[src/rtl/seq_det_sched.sv]
// seq_det_sched: round-robin scheduler feeding one shared, programmable,
// overlapping bit-pattern detector that serves NCH serial channels. Each
// channel keeps its own history and fill count, so a channel picks up where
// it left off after waiting for its turn.
module seq_det_sched #(
    parameter int  NCH    = 4,
    parameter int  MAXLEN = 8,
    parameter int  CW     = 16,
    localparam int CHW    = $clog2(NCH)
) (
    input  logic              clk,
    input  logic              rst,
    input  logic              cfg_we,
    input  logic [MAXLEN-1:0] cfg_pattern,
    input  logic [3:0]        cfg_len,
    input  logic              en,
    input  logic [NCH-1:0]    ch_valid,
    input  logic [NCH-1:0]    ch_bit,
    output logic [NCH-1:0]    ch_ready,
    output logic              det_valid,
    output logic [CHW-1:0]    det_ch,
    output logic [CW-1:0]     match_cnt,
    output logic              cfg_err,
    output logic              busy
);

    typedef enum logic [1:0] {S_UNCFG, S_IDLE, S_RUN} state_t;

    state_t            state_q, state_d;
    logic [CHW-1:0]    ptr_q;
    logic [MAXLEN-1:0] pat_q;
    logic [3:0]        len_q;
    logic [MAXLEN-1:0] hist_q [NCH];
    logic [3:0]        fill_q [NCH];

    logic              cfg_legal;
    logic              grant_vld;
    logic [CHW-1:0]    grant_idx;
    logic [CHW-1:0]    ptr_next;
    logic [MAXLEN-1:0] len_mask;
    logic [MAXLEN-1:0] new_hist;
    logic [3:0]        new_fill;
    logic              match;

    assign cfg_legal = cfg_we && (cfg_len != 4'd0) && (cfg_len <= 4'(MAXLEN));
    assign busy      = (state_q == S_RUN);

    // Mode register: UNCFG until the first legal configuration.
    always_ff @(posedge clk or posedge rst) begin
        if (rst) state_q <= S_UNCFG;
        else     state_q <= state_d;
    end

    // Next-state: any configuration write wins over en; a rejected one holds the mode.
    always_comb begin
        // NOTE: every always_comb output gets a default first, so no path leaves it unassigned and infers a latch.
        state_d = state_q;
        if (cfg_we) begin
            if (cfg_legal) state_d = S_IDLE;
        end else begin
            case (state_q)
                S_IDLE:  if (en)  state_d = S_RUN;
                S_RUN:   if (!en) state_d = S_IDLE;
                default: state_d = state_q;
            endcase
        end
    end

    // Round-robin grant: first valid channel at or after the pointer, only in RUN and never during a config write.
    always_comb begin
        grant_vld = 1'b0;
        grant_idx = '0;
        ch_ready  = '0;
        if (state_q == S_RUN && !cfg_we) begin
            // Scan from the farthest offset down so the nearest valid channel is the one left standing.
            for (int k = NCH - 1; k >= 0; k--) begin
                if (ch_valid[(int'(ptr_q) + k) % NCH]) begin
                    grant_vld = 1'b1;
                    grant_idx = CHW'((int'(ptr_q) + k) % NCH);
                end
            end
            ch_ready[grant_idx] = grant_vld;
        end
        ptr_next = (grant_idx == CHW'(NCH - 1)) ? '0 : grant_idx + CHW'(1);
    end

    // Shared detector: shift the granted bit into that channel's history and compare the low len bits.
    always_comb begin
        for (int i = 0; i < MAXLEN; i++) len_mask[i] = (4'(i) < len_q);
        new_hist = {hist_q[grant_idx][MAXLEN-2:0], ch_bit[grant_idx]};
        new_fill = (fill_q[grant_idx] >= len_q) ? len_q : fill_q[grant_idx] + 4'd1;
        match    = grant_vld && (new_fill == len_q) && (((new_hist ^ pat_q) & len_mask) == '0);
    end

    // Datapath state: pointer, per-channel histories, match reporting and configuration.
    always_ff @(posedge clk or posedge rst) begin
        if (rst) begin
            ptr_q     <= '0;
            pat_q     <= '0;
            len_q     <= '0;
            det_valid <= 1'b0;
            det_ch    <= '0;
            match_cnt <= '0;
            cfg_err   <= 1'b0;
            // NOTE: the histories are small flop arrays whose zero state is architectural, so they are reset explicitly rather than left as uninitialised memory.
            for (int c = 0; c < NCH; c++) begin
                hist_q[c] <= '0;
                fill_q[c] <= '0;
            end
        end else begin
            // NOTE: non-blocking assignments throughout, so every read above sees pre-edge values regardless of statement order.
            det_valid <= match;
            cfg_err   <= cfg_we && !cfg_legal;
            if (grant_vld) begin
                ptr_q             <= ptr_next;
                hist_q[grant_idx] <= new_hist;
                fill_q[grant_idx] <= new_fill;
            end
            if (match) begin
                det_ch <= grant_idx;
                if (match_cnt != '1) match_cnt <= match_cnt + CW'(1);
            end
            // No grant can coincide with a config write, so this clear never races a history update.
            if (cfg_legal) begin
                pat_q     <= cfg_pattern;
                len_q     <= cfg_len;
                det_ch    <= '0;
                match_cnt <= '0;
                for (int c = 0; c < NCH; c++) begin
                    hist_q[c] <= '0;
                    fill_q[c] <= '0;
                end
            end
        end
    end

endmodule
[config.mk]
export PLATFORM = sky130hd
export DESIGN_NAME = seq_det_sched
export DESIGN_NICKNAME = d
export VERILOG_FILES = /design/src/rtl/seq_det_sched.sv
export SDC_FILE = /design/constraint.sdc
export NUM_CORES = 1
export LEC_CHECK = 0
export BUFFER_PORTS_ARGS = -buffer_cell sky130_fd_sc_hd__buf_4
export CORE_MARGIN = 2
export CORE_UTILIZATION = 49
export CTS_CLUSTER_SIZE = 8
export DETAILED_ROUTE_END_ITERATION = 7
export GPL_TIMING_DRIVEN = 1
export MAX_ROUTING_LAYER = met4
export PLACE_DENSITY_LB_ADDON = 0.05
export SLEW_MARGIN = 20
export SYNTH_ARGS = -nofsm -noshare
export SYNTH_HDL_FRONTEND = slang
export SYNTH_SLANG_ARGS = --single-unit
export TNS_END_PERCENT = 100
[constraint.sdc]
create_clock -name clk -period 10.6 [get_ports clk]
set_input_delay 1.06 -clock clk [delete_from_list [all_inputs] [get_ports clk]]
set_output_delay 1.06 -clock clk [all_outputs]
set_load 0.02 [all_outputs]
## After elaboration in Yosys (flattened, before gate mapping)

Index checks and enable logic that the tools add are counted.
W data, S select, Z words.

- Register bits: 84
- Bits in latches: 0
- Memory bits (writable): 0
- Bits in read-only memories: 0
- Bits of input ports: 24
- Output and inout bits: 25
- Word-level logic and storage cells: 133
- Memories: 0

- Add/subtract/negate cells: 6
- Multipliers: 0
- Div/mod/pow operators: 0
- Order comparisons: 19
- Equal/unequal tests: 8
- Shift-type cells: 0
- Multiplexer cells: 56
- Bitwise gates (word level): 7
- Reductions and logical operators: 21

Operators by type and width:

| kind | number |
|---|---|
| $mux W16 | 5 |
| $mux W32 | 2 |
| $bwmux W32 | 1 |
| $mux W2 | 13 |
| $mux W4 | 5 |
| $add A16 B1 Y16 const B | 1 |
| $bmux W8 S2 | 1 |
| $bwmux W16 | 1 |
| $demux W8 S2 | 1 |
| $lt A3 B4 Y1 const A | 4 |
| $ne A16 B16 Y1 const B | 1 |
| $mux W1 | 15 |
| $mux W7 | 2 |
| $lt A3 B4 Y1 const B | 3 |
| $bmux W1 S2 | 5 |
| $lt A2 B3 Y1 const B | 3 |
| $and A8 B8 Y8 | 1 |
| $bmux W4 S2 | 1 |
| $demux W4 S2 | 1 |
| $logic_and A1 B1 Y1 | 8 |
| $logic_not A8 Y1 | 1 |
| $lt A1 B4 Y1 const A | 2 |
| $lt A2 B4 Y1 const A | 2 |
| $mux W8 | 1 |
| other kinds (26) | 37 |

## Depth between registers and ports, before layout

Gate-level depths: netlist of the first run.

- Depth in word-level cells: 23
- Mapped depth: 17
- Depth with buffers taken out: 17

## Least setup slack after synthesis of the first run

OpenSTA, ideal clock, no wires.

- Path kind: input to register
- From: in ch_valid[2]
- To: reg match_cnt[6]
- Setup time: 0.123 ns
- Data arrival time: 4.765 ns
- Data required time: 10.477 ns
- Path slack: 5.712 ns
- Stages on the path: 15
- Path buffers: 0
- Path through: nor2b_1 -> or4b_4 -> and2_4 -> mux2_2 -> a221oi_2 -> ha_1 -> nand2b_1 -> a21o_1 -> a21o_1 -> a21oi_1 -> a2111oi_4 -> nand2_4 -> inv_1 -> and4_1 -> mux2i_1

- Word-level cells in the longest chain between the ends: 20
- Elaborated cells between the ends (all ways): 43
- Those cells by class: 1 x add/sub; 1 x order compare; 1 x eq/ne; 32 x mux; 3 x bitwise; 5 x reduce/logical

Ends and longest elaborated chain:

| what | line | RTL |
|---|---|---|
| from (decl) | 17 | `input logic [NCH-1:0] ch_valid,` |
| $bmux W1 S2 | 77 | `if (ch_valid[(int'(ptr_q) + k) % NCH]) begin` |
| $mux W1 (implied by the code) (2 in a row) | 77 |  |
| $mux W2 (4 in a row) | 77 |  |
| $mux W2 (2 in a row) | 74 | `if (state_q == S_RUN && !cfg_we) begin` |
| $not A2 Y3 (implied by the code) | 90, 91 |  |
| $bmux W4 S2 | 91 | `new_fill = (fill_q[grant_idx] >= len_q) ? len_q : fill_q[grant_idx] + 4'd1;` |
| $mux W4 (implied by the code) (2 in a row) | 91 |  |
| $add A4 B1 Y4 / $ge A4 B4 Y1 (equally long branches) | 91 |  |
| $mux W4 | 91 |  |
| $eq A4 B4 Y1 | 92 | `match = grant_vld && (new_fill == len_q) && (((new_hist ^ pat_q) & len_mask) == '0);` |
| $logic_and A1 B1 Y1 | 92 |  |
| $logic_and A1 B1 Y1 * | 92 |  |
| net match | 43 | `logic match;` |
| $reduce_bool A2 Y1 (no line) * | - |  |
| $reduce_and A2 Y1 (no line) * | - |  |
| to (signal assigned) | 121 | `if (match_cnt != '1) match_cnt <= match_cnt + CW'(1);` |
| to (decl) | 22 | `output logic [CW-1:0] match_cnt,` |

Mark *: on every way through the listed nets, which the timed path passes. The rest lies on a longest branch. The select of a mux whose other input is x is not followed.
A chain may end at the register's enable or synchronous reset.

## Final worst setup path of the first run

- From: in ch_valid[2]
- To: reg match_cnt[5]

- Word-level cells in the longest chain between the ends: 20
- Elaborated cells between the ends (all ways): 43
- Those cells by class: 1 x add/sub; 1 x order compare; 1 x eq/ne; 32 x mux; 3 x bitwise; 5 x reduce/logical

Ends and longest elaborated chain:

| what | line |
|---|---|
| $bmux W1 S2 | 77 |
| $mux W1 (implied by the code) (2 in a row) | 77 |
| $mux W2 (4 in a row) | 77 |
| $mux W2 (2 in a row) | 74 |
| $not A2 Y3 (implied by the code) | 90, 91 |
| $bmux W4 S2 | 91 |
| $mux W4 (implied by the code) (2 in a row) | 91 |
| $add A4 B1 Y4 / $ge A4 B4 Y1 (equally long branches) | 91 |
| $mux W4 | 91 |
| $eq A4 B4 Y1 | 92 |
| $logic_and A1 B1 Y1 | 92 |
| $logic_and A1 B1 Y1 * | 92 |
| $reduce_bool A2 Y1 (no line) * | - |
| $reduce_and A2 Y1 (no line) * | - |

Mark *: on every way between the ends. The rest lies on a longest branch, timed or not. The select of a mux whose other input is x is not followed.

==> results of run 1 <==
[layout by cell type, fill, tap and decap left out, types with 3 or more instances in the layout]
cell type and count:
nand4_1 4, or3_1 7, ha_1 10, clkbuf_8 9, and2_1 3, dfrtp_1 80, nand3_1 52, o21ai_0 58
a22oi_1 5, mux2i_1 18, nor2_1 20, nand2_1 54, a21oi_1 18, mux2_2 5, and3_1 6, xor2_1 5
xnor2_1 9, nor3_1 6, nand2b_1 5, a21o_1 3, inv_1 23, buf_4 50, a222oi_1 4, or4_1 3
nor2b_1 6
[metrics by stage]
step	instance area, um2	cells	hold slack [ns]
2_1_floorplan	4360	468	0.459
3_3_place_gp	4790	604	0.476
3_5_place_dp	4790	604	0.479
4_1_cts	4990	620	0.500
5_1_grt	4990	620	0.531
6_report	4990	620	0.492
[registers in the layout (all words and copies together) (netlist names)]
signal,flops
hist_q,28
det_ch,2
pat_q,8
len_q,4
ptr_q,2
state_q,2
cfg_err,1
det_valid,1
fill_q,16
match_cnt,16
[area by class of cell]
type | count | share of cell area, %
Multi-Input combinational cell | 339 | 43.4
Sequential cell | 80 | 40.1
Timing Repair Buffer | 51 | 7.74
Tap cell | 108 | 2.71
Clock buffer | 9 | 2.48
Inverter | 26 | 2.03
Clock inverter | 7 | 1.58
[Yosys cell counts, types with 3 or more instances]
library cell	number	area, um2
dfrtp_1	80	2000
o21ai_0	58	290
nand2_1	55	206
nand3_1	52	260
inv_1	24	90.1
clkbuf_1	20	75.1
nor2_1	20	75.1
a21oi_1	18	90.1
mux2i_1	18	180
ha_1	10	125
xnor2_1	9	78.8
or3_1	7	43.8
and3_1	6	37.5
nor2b_1	6	37.5
nor3_1	6	30.0
a22oi_1	5	37.5
mux2_2	5	56.3
nand2b_1	5	31.3
xor2_1	5	43.8
a222oi_1	4	40.0
nand4_1	4	25.0
a21o_1	3	22.5
or4_1	3	22.5
[routing by layer]
metal | wire length (um) | share of wire, % | vias to the layer above | GRT usage [%]
met3 | 419 | 3.9 | 16 | 4.58
met4 | 184 | 1.7 | 0 | 7.59
met5 | 0 | 0 | - | -
met2 | 4880 | 46 | 79 | 35.0
li1 | - | - | 1740 | -
met1 | 5170 | 49 | 1760 | 32.4
[worst paths after layout]
kind | start | endpoint | cells past startpoint
hold / removal | pat_q[1]$_DFFE_PP0P_ | pat_q[1]$_DFFE_PP0P_ | 2
setup / recovery | ch_valid[2] | match_cnt[5]$_DFFE_PP0P_ | 15
hold reg to reg | pat_q[1]$_DFFE_PP0P_ | pat_q[1]$_DFFE_PP0P_ | 2
min in group asynchronous | rst | hist_q[4]$_DFFE_PP0P_ | 3
max in group asynchronous | rst | fill_q[8]$_DFFE_PP0P_ | 3
setup reg to reg | ptr_q[1]$_DFFE_PP0P_ | match_cnt[5]$_DFFE_PP0P_ | 13
[where the power goes]
group	switching, mW	leakage [nW]	total [mW]	internal [mW]
Sequential	0.0142	1.09	0.333	0.319
Clock	0.124	0.0982	0.236	0.112
Combinational	0.0879	1.12	0.142	0.0543
Total	0.227	2.30	0.711	0.485
[tightest hold or removal path, delay by kind of cell, from the launching register on]
kind	cells	cell delay, ns
DFF	1	0.36
and+or+nand+nor	2	0.10
[cell families after synthesis]
kind of cell / share of synthesized area (%)
AND/OR/NAND/NOR: 21.0
AO/OA/AOI/OAI: 16.6
flip-flops: 45.9
buffers and inverters: 4.50
multiplexers: 5.42
XOR/XNOR: 3.33
adder cells (fa/ha/maj): 3.33
==> results.txt, run 1 <==
Clock sink count - 80
Bufs and invs on worst path - 1
Synthesized Nets - 502
Layout Utilization - 57.6%
Slew margin rel. - 39.2%
Grt total ovfl - 0
Status - completed
Die W - 98.4 um
Predominant post-synthesis flop cell - dfrtp_1
Max_cap viols - 0
Fin crit share - 52.2%
Syn. warnings - 0
Wire per inst - 17.2 um
Leakage - 2.30 nW
Required time worst endpoint - 10.81 ns
Core area - 0.00868 mm2
Largest net degree at the start of global routing - 81
Setup tns final - 0 ns
H-tree depth - 3
Initial DRC Count - 160
Layout cell share with drive strength beyond 1 - 17.4%
Crit path max-delay cell type - a21oi_1
GRT Util Overall - 23.4%
Root Buffer - clkbuf_8
Peak VDD IR - 0.000104 V
Inserted Clock Buffers - 9
Hold Violations, Final - 0
Worst-Margin Slew - 0.912 ns
ANT nets after route - 0
Pwr Total - 0.711 mW
Clock skew - 0.0133 ns
Initial core utilization - 50.3%
Worst R2R Setup Slack - 5.58 ns
Row count - 34
Fin nets - 541
DR vias - 3595
Worst-path clk slew - 0.09 ns
I/O Buffers - 48
Area of the multi-input gates - 0.00217 mm2
Final setup violation count - 0
Synth Register Bits - 80
Number of diodes - 0
Post-CTS Resized - 0
Startpoint types - primary input
Mapped Cells - 468
Asr flop ratio synth - 100%
CP dominant cell by count - a21o_1
Final WL - 10700 um
Clock Tree Buf Depth - 2
Dpl hpwl - 7340 um
Worst setup margin - 5.07 ns
Critical path arrival - 5.74 ns
Syn Area/Cell - 9.32 um2
Crit Path Class - in -> reg
# hold bufs at CTS - 0
Fillcell total - 823
Placer Congestion - 0.828
Seq/Total Area, Yosys - 45.9%
RSZ-0062 raised after global routing - no
Post-Syn Area - 0.00436 mm2
Pre-CTS setup slack - 4.69 ns
Final Critical Period - 5.53 ns
First-pass DRT Iterations - 7
Max incr delay on CP - 0.70 ns
# DRC - 0
DIE AREA - 0.00967 mm2
CP delay by family, top - compound AO/OA/AOI/OAI gates
CTS tree - built
Postcts setup bufs - 0
DIE HEIGHT - 98.4 um
Min-Delay Path Class - reg -> reg
CP endpoint kind - register
Synth unique cells - 58
Initial antenna violation count - 0
Worst-Skew Late Latency - 0.36 ns
Relative area change from synthesis to final layout - 14.5%
CP Cell Sequence - buf_4, nor2b_1, or4_1, nand2_1, o21ai_1, a221oi_2, ha_1, nand2b_1, a21o_1, a21o_1, a21oi_1, a2111oi_4, nand4_1, xor2_1, nor2_1
Register Area - 0.00200 mm2
Drt via density - 5.80
First-pass GRT wire length - 17600 um
Slew Limit Fails - 0
Vias in the first global route - 3466
IO Pins - 49
Max Fanout on Critical Path - 12
Max Fclk - 0.181 GHz
Number of synthesized flops with an enable pin - 0
PD cells - 142 mW/mm2
(Power assumes the default switching activity.)
==> run 2: changes to the inputs <==
==> constraint.sdc (replaced) <==
create_clock -name clk -period 5.5 [get_ports clk]
set_input_delay 0.55 -clock clk [delete_from_list [all_inputs] [get_ports clk]]
set_output_delay 0.55 -clock clk [all_outputs]
set_load 0.02 [all_outputs]
==> run 2 against run 1 <==
Effect of this change: clock skew decreased by 0.0019 ns; combinational power increased by 99%; largest cell class unchanged; via count decreased by 0.39%; critical path depth decreased by 3; global-route usage increased by 0.19 points; total power increased by 88%; core utilization increased by 0.072 points; largest power group unchanged; first-iteration DRC count increased by 28%; sequential power increased by 93%; setup slack got worse by 4.0 ns; register-to-register slack got worse by 4.5 ns; non-clock buffer count increased by 4.
==> results.txt, run 2 (synthesis gave the netlist of run 1 again) <==
Status - completed
Setup tns final - 0 ns
Critical path arrival - 4.70 ns
Post-Place Cells - 608
Hold Violations, Final - 0
Worst-Skew Late Latency - 0.37 ns
Initial antenna violation count - 0
Startpoint types - register
Required time worst endpoint - 5.79 ns
Power Internal - 0.895 mW
Pwr Total - 1.34 mW
Core area - 0.00868 mm2
ANT nets after route - 0
Worst-Margin Slew - 0.793 ns
IO Pins - 49
Top Registers - hist_q (28), fill_q (16), match_cnt (16)
Top reg by flops - hist_q
H-tree depth - 3
Row count - 34
Drt via density - 5.74
Max Fanout on Critical Path - 11
Root Buffer - clkbuf_8
DR vias - 3581
Combinational fraction of design power - 21.1%
Clock Tree Buf Depth - 2
Largest net degree at the start of global routing - 81
I/O Buffers - 48
Register Area - 0.00200 mm2
Layout Utilization - 57.6%
Largest register FFs - 28
Initial core utilization - 50.3%
Post-CTS Resized - 0
Initial DRC Count - 204
Grt total ovfl - 0
GRT Util Overall - 23.6%
Number of diodes - 0
Commonest non-fill, non-tap cell in the layout - dfrtp_1
Net switching power figure - 0.441 mW
Most frequent cells in the layout - dfrtp_1 (80), o21ai_0 (58), nand2_1 (54), buf_4 (54), nand3_1 (52)
CTS tree - built
CP startpoint - state_q[1]$_DFFE_PP0P_
Clock power frac - 30.8%
Final WL - 10400 um
Area of the multi-input gates - 0.00217 mm2
# DRC - 0
Wire per inst - 16.7 um
Dpl hpwl - 7320 um
# hold bufs at CTS - 0
Die W - 98.4 um
Fin crit share - 80.1%
Min-Delay Path Class - in -> async
Fin nets - 545
Slew margin rel. - 47.2%
Layout cell share with drive strength beyond 1 - 18.0%
First-pass DRT Iterations - 5
Switching Share - 33.0%
Final setup violation count - 0
RSZ-0062 raised after global routing - no
First-pass GRT wire length - 17800 um
Final non-filler cell total - 624
Slew Limit Fails - 0
Vias in the first global route - 3506
Placer Congestion - 0.862
Postcts setup bufs - 0
Relative area change from synthesis to final layout - 14.6%
DIE HEIGHT - 98.4 um
Crit Path Class - reg -> reg
Final Critical Period - 4.41 ns
Clock skew - 0.0114 ns
Worst-path clk slew - 0.09 ns
CP endpoint kind - register
PD cells - 267 mW/mm2
Inserted Clock Buffers - 9
Max Fclk - 0.227 GHz
Sequential Power Share - 48.1%
Max_cap viols - 0
DIE AREA - 0.00967 mm2
Leakage - 2.32 nW
Fillcell total - 821
Reg2reg start - state_q[1]$_DFFE_PP0P_
Clock sink count - 80
Peak VDD IR - 0.000173 V
-- run 2: layout make-up --
cell class / instances / area share, %
tap: 108 / 2.70
multi-input combinational: 339 / 43.3
inverter: 26 / 2.03
clock buffer: 9 / 2.48
clock inverter: 7 / 1.10
timing repair buffer: 55 / 8.33
sequential: 80 / 40.0
-- run 2: power by group through the flow --
stage / combinational, mW / sequential, mW / clock [mW]
global route: 0.312 / 0.647 / 0.447
global placement: 0.275 / 0.652 / 0
floorplan: 0.210 / 0.644 / 0
CTS: 0.282 / 0.642 / 0.421
detailed placement: 0.281 / 0.654 / 0
finish: 0.282 / 0.642 / 0.412
-- run 2: layer usage --
metal / GRT usage, % / vias to the layer above / part of all wire [%]
li1: - / 1748 / -
met1: 33.3 / 1736 / 48
met2: 35.4 / 85 / 46
met3: 3.87 / 12 / 4.6
met4: 7.17 / 0 / 1.4
met5: - / - / 0
-- run 2: critical path: stages, from the launching register on --
cell	delay (ns)
dfrtp_1	0.39
nor2b_1	0.21
nand2_1	0.29
nor3_2	0.74
buf_4	0.31
inv_1	0.11
o221ai_1	0.51
xor2_1	0.19
o22ai_1	0.13
a2111oi_4	0.45
nand4_1	0.41
or3_1	0.44
a21oi_1	0.15
-- run 2: worst paths after layout --
kind	end	slack, ns	cells past startpoint
max	match_cnt[9]$_DFFE_PP0P_	1.09	12
max in group asynchronous	pat_q[0]$_DFFE_PP0P_	4.63	3
min in group clk	pat_q[0]$_DFFE_PP0P_	0.37	3
max reg2reg	match_cnt[9]$_DFFE_PP0P_	1.09	12
min	hist_q[12]$_DFFE_PP0P_	0.36	3
min reg2reg	hist_q[17]$_DFFE_PP0P_	0.51	2
-- run 2: stage by stage --
| step | setup WS, ns | area (um2) | hold WS [ns] |
|---|---|---|---|
| 2_1_floorplan | 1.12 | 4360 | 0.459 |
| 4_1_cts | 1.04 | 5000 | 0.365 |
| 3_3_place_gp | 0.941 | 4820 | 0.475 |
| 5_1_grt | 0.698 | 5000 | 0.376 |
| 6_report | 1.09 | 5000 | 0.358 |
| 3_5_place_dp | 0.798 | 4820 | 0.485 |
==> run 3: changes to the inputs <==
--- a/config.mk
+++ b/config.mk
@@ -5,6 +5,7 @@
 export SDC_FILE = /design/constraint.sdc
 export NUM_CORES = 1
 export LEC_CHECK = 0
+export ABC_AREA = 1
 export BUFFER_PORTS_ARGS = -buffer_cell sky130_fd_sc_hd__buf_4
 export CORE_MARGIN = 2
 export CORE_UTILIZATION = 49
==> constraint.sdc (replaced) <==
create_clock -name clk -period 4.21 [get_ports clk]
set_input_delay 0.421 -clock clk [delete_from_list [all_inputs] [get_ports clk]]
set_output_delay 0.421 -clock clk [all_outputs]
set_load 0.02 [all_outputs]
==> run 3 against run 2 <==
Effect of this change: non-clock buffer count rose by 13; synthesized cell count rose by 36%; via count rose by 25%; core utilization rose by 1.1 points; die area rose by 9.7%; synthesized area rose by 10%; count of clock-buffer cells in the layout rose by 2; register-to-register slack got worse by 0.71 ns; sequential share of layout area fell by 4.6 points; largest cell class unchanged.
==> results.txt, run 3 <==
Status - completed
Peak VDD IR - 0.000437 V
Row count - 36
Area of the multi-input gates - 0.00238 mm2
Clock skew - 0.00694 ns
Top reg by flops - hist_q
Drt via density - 5.40
Post-Syn Area - 0.00480 mm2
Syn. warnings - 0
Cell type with the largest total area after synthesis - dfrtp_1
Worst-Skew Late Latency - 0.37 ns
Share of the synthesized area in the top cell type - 41.7%
Leakage - 2.91 nW
Largest register FFs - 28
Mapped Cells - 637
H-tree depth - 3
Largest net degree at the start of global routing - 54
Fin nets - 728
Setup tns final - 0 ns
DIE AREA - 0.0106 mm2
Wire per inst - 16.1 um
Switching Share - 45.2%
First-pass DRT Iterations - 5
Relative area change from synthesis to final layout - 17.8%
Reg2reg path depth - 29
Most frequent cells in the layout - nand2_1 (158), nand3_1 (94), inv_1 (91), dfrtp_1 (79), buf_4 (65)
XOR/XNOR Fraction of Synth Area - 2.37%
GRT Util Overall - 27.1%
Initial core utilization - 49.8%
Commonest non-fill, non-tap cell in the layout - nand2_1
Worst-path clk slew - 0.08 ns
Grt total ovfl - 0
Reg-to-Reg End - match_cnt[9]$_DFFE_PP0P_
Clock Tree Buf Depth - 2
Largest family of logic cells by synthesized area - simple AND/OR/NAND/NOR gates
Worst R2R Setup Slack - 0.38 ns
Initial DRC Count - 305
Seq/Total Area, Yosys - 41.7%
Fillcell total - 910
Final WL - 13400 um
PD cells - 577 mW/mm2
Core area - 0.00964 mm2
Power Internal - 1.79 mW
I/O Buffers - 48
CP endpoint kind - register
Reg2reg start - ptr_q[0]$_DFFE_PP0P_
Syn Area/Cell - 7.54 um2
Inserted Clock Buffers - 9
Crit path max-delay cell type - dfrtp_2
DP Area - 0.00528 mm2
Critical path arrival - 4.14 ns
First-pass GRT wire length - 21200 um
Hold Violations, Final - 0
Max_cap viols - 0
Final Critical Period - 3.83 ns
Predominant post-synthesis flop cell - dfrtp_1
Max incr delay on CP - 0.46 ns
Asr flop ratio synth - 100%
Final setup violation count - 0
Slew margin rel. - 36.9%
# hold bufs at CTS - 0
Commonest cells post-synth - nand2_1 (158), nand3_1 (94), inv_1 (92)
Sequential Power Share - 29.5%
Die W - 103 um
Synth top area cells - dfrtp_1 (42%), nand2_1 (12%), nand3_1 (9.8%)
Layout cell share with drive strength beyond 1 - 18.8%
Max Fanout on Critical Path - 12
IO Pins - 49
Min-Delay Path Class - in -> async
Post-Synth Adder-Cell Area - 2.60%
Most used standard cell by instance count after synthesis - nand2_1
Placer Congestion - 0.943
Initial antenna violation count - 0
Synth unique cells - 38
Post-synthesis mux area share - 0%
Fin crit share - 90.9%
Max Fclk - 0.261 GHz
Number of diodes - 0
Post-Synth Simple-Gate Area - 32.9%
Synth Register Bits - 80
ANT nets after route - 0
Worst-Margin Slew - 0.945 ns
DIE HEIGHT - 103 um
CP dominant cell by count - nand2_1
Crit Path Class - reg -> reg
Synthesized Nets - 671
DR vias - 4491
Number of synthesized flops with an enable pin - 0
Required time worst endpoint - 4.52 ns
Clock sink count - 80
Vias in the first global route - 4271
Top Registers - hist_q (28), fill_q (16), match_cnt (16)
Combinational fraction of design power - 52.1%
Dpl hpwl - 9240 um
Startpoint types - register
Compound-cell area share of the yosys netlist - 9.74%
# DRC - 0
Register Area - 0.00200 mm2
Clock power frac - 18.4%
Net switching power figure - 1.47 mW
Slew Limit Fails - 0
Final instance area - 0.00566 mm2
Root Buffer - clkbuf_8
CTS tree - built
-- run 3: through the flow --
| stage | setup WS [ns] | cells | util, % | total power, mW | hold slack [ns] |
|---|---|---|---|---|---|
| 4_1_cts | 0.117 | 824 | 56.9 | 3.10 | 0.239 |
| 3_5_place_dp | -0.00600 | 809 | 54.8 | 2.50 | 0.499 |
| 6_report | 0.383 | 831 | 58.7 | 3.26 | 0.230 |
| 2_1_floorplan | 0.513 | 637 | - | 2.06 | 0.462 |
| 5_1_grt | -0.0152 | 831 | 58.7 | 3.50 | 0.241 |
| 3_3_place_gp | 0.143 | 809 | 54.8 | 2.47 | 0.491 |
-- run 3: cell families (layout without fill, tap and decap cells) --
group / after synthesis / in the layout
AND/OR/NAND/NOR: 334 / 335
flip-flops: 80 / 80
AO/OA/AOI/OAI: 81 / 81
XOR/XNOR: 13 / 13
buffers and inverters: 119 / 179
adder cells (fa/ha/maj): 10 / 10
-- run 3: repair_timing --
item,in CTS,in global routing
gates cloned,0,1
pin swaps,0,1
setup endpoints to repair,7,17
buffers inserted,0,6
gates resized for setup,1,16
-- run 3: worst max-delay path: cells and delay by family (launching register included) --
family                   cells  cell delay (ns)
AND/OR/NAND/NOR             20             1.98
buffers and inverters        5             0.67
flip-flops                   1             0.46
AO/OA/AOI/OAI                3             0.39
adder cells (fa/ha/maj)      1             0.23
-- run 3: worst max-delay path by stage --
stage	start	end	slack, ns
2_1_floorplan	state_q[0]$_DFFE_PP0P_	match_cnt[2]$_DFFE_PP0P_	0.51
3_3_place_gp	ptr_q[0]$_DFFE_PP0P_	match_cnt[10]$_DFFE_PP0P_	0.14
3_5_place_dp	ptr_q[0]$_DFFE_PP0P_	match_cnt[9]$_DFFE_PP0P_	-0.006
4_1_cts	ptr_q[0]$_DFFE_PP0P_	match_cnt[9]$_DFFE_PP0P_	0.12
5_1_grt	ptr_q[0]$_DFFE_PP0P_	match_cnt[9]$_DFFE_PP0P_	-0.02
6_report	ptr_q[0]$_DFFE_PP0P_	match_cnt[9]$_DFFE_PP0P_	0.38
-- run 3: cell type report --
cell class / instances / share of cell area (%)
repair buffers: 68 / 9.53
clock inverters: 4 / 0.950
clock buffers: 11 / 2.67
flip-flops and latches: 80 / 35.4
well taps: 133 / 2.94
multi-input cells: 439 / 42.0
inverters: 96 / 6.48
-- run 3: power by group through the flow --
stage | logic, mW | clock network [mW] | registers (mW)
6_report | 1.70 | 0.602 | 0.962
2_1_floorplan | 1.07 | 0 | 0.985
4_1_cts | 1.52 | 0.613 | 0.968
3_5_place_dp | 1.51 | 0 | 0.982
3_3_place_gp | 1.49 | 0 | 0.980
5_1_grt | 1.88 | 0.646 | 0.976
-- run 3: layer usage --
metal | part of all wire, % | vias up | global-route usage, % | wire length, um
met2 | 47 | 154 | 42.6 | 6350
met1 | 44 | 2126 | 35.3 | 5960
li1 | - | 2185 | - | -
met4 | 2.4 | 0 | 10.3 | 328
met5 | 0 | - | - | 0
met3 | 5.6 | 26 | 4.61 | 755
